[config.mk]
export PLATFORM = sky130hd
export DESIGN_NAME = mem_wb_skid_reg
export DESIGN_NICKNAME = d
export VERILOG_FILES = /design/src/rtl/mem_wb_skid_reg_pkg.sv /design/src/rtl/mem_wb_skid_reg_payload.sv /design/src/rtl/mem_wb_skid_reg.sv
export SDC_FILE = /design/constraint.sdc
export NUM_CORES = 1
export LEC_CHECK = 0
export CAP_MARGIN = 10
export CORE_MARGIN = 2
export CORE_UTILIZATION = 50
export DETAILED_ROUTE_END_ITERATION = 8
export PLACE_DENSITY = 0.8
export SLEW_MARGIN = 20
export SYNTH_ARGS = -nofsm -noshare
export SYNTH_HDL_FRONTEND = slang
export SYNTH_HIERARCHICAL = 1
export SYNTH_SLANG_ARGS = --single-unit
[constraint.sdc]
create_clock -name clk -period 2.2 [get_ports clk]
set_clock_uncertainty 0.15 [all_clocks]
set_input_delay 0.66 -clock clk [delete_from_list [all_inputs] [get_ports clk]]
set_output_delay 0.66 -clock clk [all_outputs]
set_load 0.03 [all_outputs]
[src/rtl/mem_wb_skid_reg_pkg.sv]
// Shared definitions for the MEM/WB boundary: default widths and writeback-select encoding.
package mem_wb_skid_reg_pkg;

   localparam int DEF_DATA_W = 64;
   localparam int DEF_REG_AW = 5;

   // Encoding of the writeback mux select, shared with the decoder.
   localparam logic WB_SEL_ALU = 1'b0;
   localparam logic WB_SEL_MEM = 1'b1;

   function automatic int payload_w(input int data_w, input int reg_aw);
      return 2 * data_w + reg_aw + 2;
   endfunction

endpackage

[src/rtl/mem_wb_skid_reg_payload.sv]
// Width-parameterised enable register with synchronous clear, holds one MEM/WB payload.
module wb_payload_reg #(
   parameter int W = 8
) (
   input  logic         clk,
   input  logic         clr,
   input  logic         en,
   input  logic [W-1:0] d,
   output logic [W-1:0] q
);

   always_ff @(posedge clk) begin
      if (clr)
         q <= '0;
      else if (en)
         q <= d;
   end

endmodule

[src/rtl/mem_wb_skid_reg.sv]
// MEM/WB pipeline register built as a two-entry skid buffer (main + skid).
// in_ready comes straight from the skid valid flop, so out_ready never reaches it.
module mem_wb_skid_reg
   import mem_wb_skid_reg_pkg::*;
#(
   parameter int DATA_W = DEF_DATA_W,
   parameter int REG_AW = DEF_REG_AW
) (
   input  logic              clk,
   input  logic              reset,
   input  logic              flush,
   input  logic              in_valid,
   output logic              in_ready,
   input  logic [DATA_W-1:0] in_alu_result,
   input  logic [DATA_W-1:0] in_mem_data,
   input  logic              in_mem_to_reg,
   input  logic [REG_AW-1:0] in_rd,
   input  logic              in_reg_we,
   output logic              out_valid,
   input  logic              out_ready,
   output logic [DATA_W-1:0] out_alu_result,
   output logic [DATA_W-1:0] out_mem_data,
   output logic              out_sel,
   output logic [REG_AW-1:0] out_rd,
   output logic              out_reg_we,
   output logic [1:0]        out_count
);

   localparam int PW = payload_w(DATA_W, REG_AW);

   logic          main_valid;
   logic          skid_valid;
   logic [PW-1:0] in_pl;
   logic [PW-1:0] main_d;
   logic [PW-1:0] main_q;
   logic [PW-1:0] skid_q;
   logic          clr;
   logic          accept;
   logic          emit;
   logic          main_en;
   logic          skid_en;
   logic          main_we;

   assign clr    = reset | flush;
   // A flushed cycle drops the offered entry even when the handshake completes.
   assign accept = in_valid & in_ready & ~flush;
   assign emit   = main_valid & out_ready;
   assign in_pl  = {in_alu_result, in_mem_data, in_mem_to_reg, in_rd, in_reg_we};

   // Main refills from skid first to keep FIFO order, else from the input.
   assign main_d  = skid_valid ? skid_q : in_pl;
   assign main_en = (~main_valid & accept) | (emit & (skid_valid | accept));
   assign skid_en = main_valid & ~emit & accept;

   always_ff @(posedge clk) begin
      if (clr) begin
         main_valid <= 1'b0;
         skid_valid <= 1'b0;
      end else begin
         if (main_en)
            main_valid <= 1'b1;
         else if (emit)
            main_valid <= 1'b0;
         if (skid_en)
            skid_valid <= 1'b1;
         else if (emit)
            skid_valid <= 1'b0;
      end
   end

   wb_payload_reg #(.W(PW)) u_main (
      .clk (clk),
      .clr (clr),
      .en  (main_en),
      .d   (main_d),
      .q   (main_q)
   );

   wb_payload_reg #(.W(PW)) u_skid (
      .clk (clk),
      .clr (clr),
      .en  (skid_en),
      .d   (in_pl),
      .q   (skid_q)
   );

   assign {out_alu_result, out_mem_data, out_sel, out_rd, main_we} = main_q;

   assign in_ready   = ~skid_valid;
   assign out_valid  = main_valid;
   assign out_reg_we = emit & main_we & ~flush;
   assign out_count  = {1'b0, main_valid} + {1'b0, skid_valid};

endmodule

==> results of run 1 <==
## state kept, by name, summed over array words and instances, names as in the netlist
register    count
u_main/q      135
u_skid/q      135
skid_valid      1
out_valid       1
## through the flow
step           power (mW)  setup TNS (ns)  instance area, um2
4_1_cts              11.0               0               15800
3_5_place_dp         6.43          -75.10               15000
2_1_floorplan        5.85               0               11700
5_1_grt              11.3               0               15800
6_report             10.9               0               15800
3_3_place_gp         6.41          -62.69               15000
## critical path: stages
cell	delay (ns)
clkdlybuf4s15_1	0.26
inv_1	0.08
and4_1	0.19
buf_4	0.16
## repair_timing
item / 4_1_cts / 5_1_grt
endpoints found under the setup margin: 138 / 3
hold buffers: 0 / 0
buffers inserted: 0 / 0
gates resized for setup: 149 / 4
endpoints found under the hold margin: 0 / 0
## cell usage in the layout (no fill, tap or decap), types with 4 or more instances in the layout
master,instances
clkbuf_8,7
mux2_2,39
buf_12,23
clkinv_2,5
buf_4,34
dlygate4sd2_1,134
mux2i_1,270
mux2_4,96
clkbuf_16,29
nor2_1,271
dfxtp_1,271
clkbuf_1,7
clkdlybuf4s50_1,137
a21oi_1,4
## worst max-delay path by stage
stage | from | end | slack, ns
after floorplan | skid_valid | u_skid/q[100] | 0.09
after global placement | in_valid | u_skid/q[77] | -0.35
after detailed placement | in_valid | u_skid/q[59] | -0.42
after CTS | u_main/q[40] | out_mem_data[33] | 0.03
after global routing | out_valid | out_reg_we | 0.002
final | flush | out_reg_we | 0.04
## power by group
part,switching [mW],internal [mW]
sequential,0.0386,4.99
clock,1.87,2.75
combinational,0.558,0.687
## area by class of cell
type,instances,share of cell area
clock buffer,43,0.0538
clock inverter,6,0.00349
inverter,3,0.000714
multi-input combinational,688,0.362
sequential,272,0.346
tap,313,0.0248
timing repair buffer,334,0.210
## layer usage
metal / GRT usage / vias up / share of wire
met1: 0.269 / 3929 / 0.44
li1: - / 4104 / -
met4: 0.0529 / 2 / 0.020
met3: 0.0454 / 41 / 0.064
met2: 0.378 / 231 / 0.47
met5: 0 / - / 0.00047
## kinds of logic (layout without fill, tap and decap cells)
kind of cell,count (synthesis),after routing,synth area share
AO/OA/AOI/OAI,6,6,0.00278
adder cells (fa/ha/maj),1,1,0.00107
buffers and inverters,79,386,0.0493
flip-flops,272,272,0.465
multiplexers,405,405,0.392
AND/OR/NAND/NOR,276,276,0.0896
==> results.py, run 1 <==
metrics = {
    "run_status": {
        "status": "finished, final reports clean",
    },
    "synth": {
        "synthDistinctLibCells": 19,
        "yosys-top-cells-count": "dfxtp_1, nor2_1, mux2i_1",
        "synth_cells": 1039,
        "synth-edff-count": 0,
        "synth-main-ff-cell": "dfxtp_1",
        "synth_top_cell_area_share": 0.465,
        "synthArstFlopShare": 0,
        "mappedNetlistNets": 1180,
        "yosys.area.top_type": "dfxtp_1",
        "synth_area_per_cell_um2": 11.3,
        "yosys_warnings": 6,
        "yosysSeqAreaShare": 0.465,
        "synth_area_mm2": 0.0117,
        "synth_seq_cells": 272,
        "synthTopCellsByArea": "dfxtp_1, mux2i_1, mux2_4",
    },
    "sta": {
        "layout_setup_ws_ns": 0.0383,
        "max_slew_margin": 0.701,
        "period_share": 0.983,
        "max_freq_mhz": 463,
        "slew_viol_final": 0,
        "hold_ws_ns": 0.334,
        "min_period_ns": 2.16,
        "hold_viol": 0,
        "rsz0062_at_grt": "false",
        "setup_violations": 0,
        "tightestPinTransition_ns": 0.449,
    },
    "pwr": {
        "vdd_drop_max_mv": 0.556,
        "powerDensity_mw_per_mm2": 691,
        "p_leak_nw": 6.41,
    },
    "global_route": {
        "grt_start_max_net_pins": 58,
        "grt_first_pass_wirelength_mm": 42.9,
        "antenna_found_initial": 1,
        "grt_use_total": 0.215,
        "grt-ovfl-total": 0,
        "grt_pass1_vias": 8444,
    },
    "critical_path": {
        "r2r_end": "u_skid/q[72]",
        "critPathArrivalTime_ns": 1.35,
        "r2r_setup_slack_ns": 0.17,
        "cp.required_ns": 1.39,
        "critPathLaunchType": "input pin",
        "r2r_cells": 8,
        "r2r-start": "skid_valid",
        "end_kind": "output pin",
        "crit_type": "in2out",
        "worst-path-max-fanout": 3,
    },
    "die": {
        "dieArea_mm2": 0.0246,
        "start_util": 0.514,
        "placementRows": 55,
        "core_area_mm2": 0.0228,
        "die_y_um": 157,
        "ios": 279,
        "die_x_um": 157,
    },
    "detailed_routing": {
        "first_pass_iters": 4,
        "route.detailed.drc": 0,
        "avgRoutedWirePerCell_um": 16.6,
        "routed_wl_mm": 27.5,
        "ant_nets": 0,
        "first_iter_violations": 284,
        "via_count": 8307,
        "routed_via_density": 5.01,
    },
    "cells_and_area": {
        "ff_latch_area_mm2": 0.00545,
        "drive_gt1_frac": 0.180,
        "stdcell_count": 1659,
        "final_util": 0.692,
        "final_nets": 1468,
        "multi_input_area_mm2": 0.00570,
        "syn2layout_area_growth_pct": 34.8,
        "fillers": 1743,
        "n_antenna_cell": 0,
    },
    "hold_path": {
        "holdPathEnd": "u_main/q[18]",
        "min_path_type": "reg2reg",
        "min-delay-start": "u_main/q[18]",
        "hold_depth": 2,
    },
    "clock_tree": {
        "h-tree-depth": 1,
        "cts_made_buffers": 28,
        "cts_tree": "done",
        "path_clk_slew_ns": 0.06,
        "worstSkewPairLatency_ns": 0.52,
        "clock_sinks": 272,
        "cts_buffer_depth": 3,
        "root_buffer": "clkbuf_16",
    },
    "placement": {
        "gp_congestion": 0.777,
        "hpwl_mm": 19.1,
        "port_buffers": 278,
        "place_ws_ns": -0.420,
        "dpl.cell_count": 1610,
    },
    "run": {
        "maxCapViolCount": 0,
    },
}
Power figures use the tool's default switching activity.
==> run 2, diff against run 1 <==
--- a/config.mk
+++ b/config.mk
@@ -5,7 +5,6 @@
 export SDC_FILE = /design/constraint.sdc
 export NUM_CORES = 1
 export LEC_CHECK = 0
-export CAP_MARGIN = 10
 export CORE_MARGIN = 2
 export CORE_UTILIZATION = 50
 export DETAILED_ROUTE_END_ITERATION = 8
==> results of run 2 <==
Final layout, timing and power as in run 1 (identical DEF).
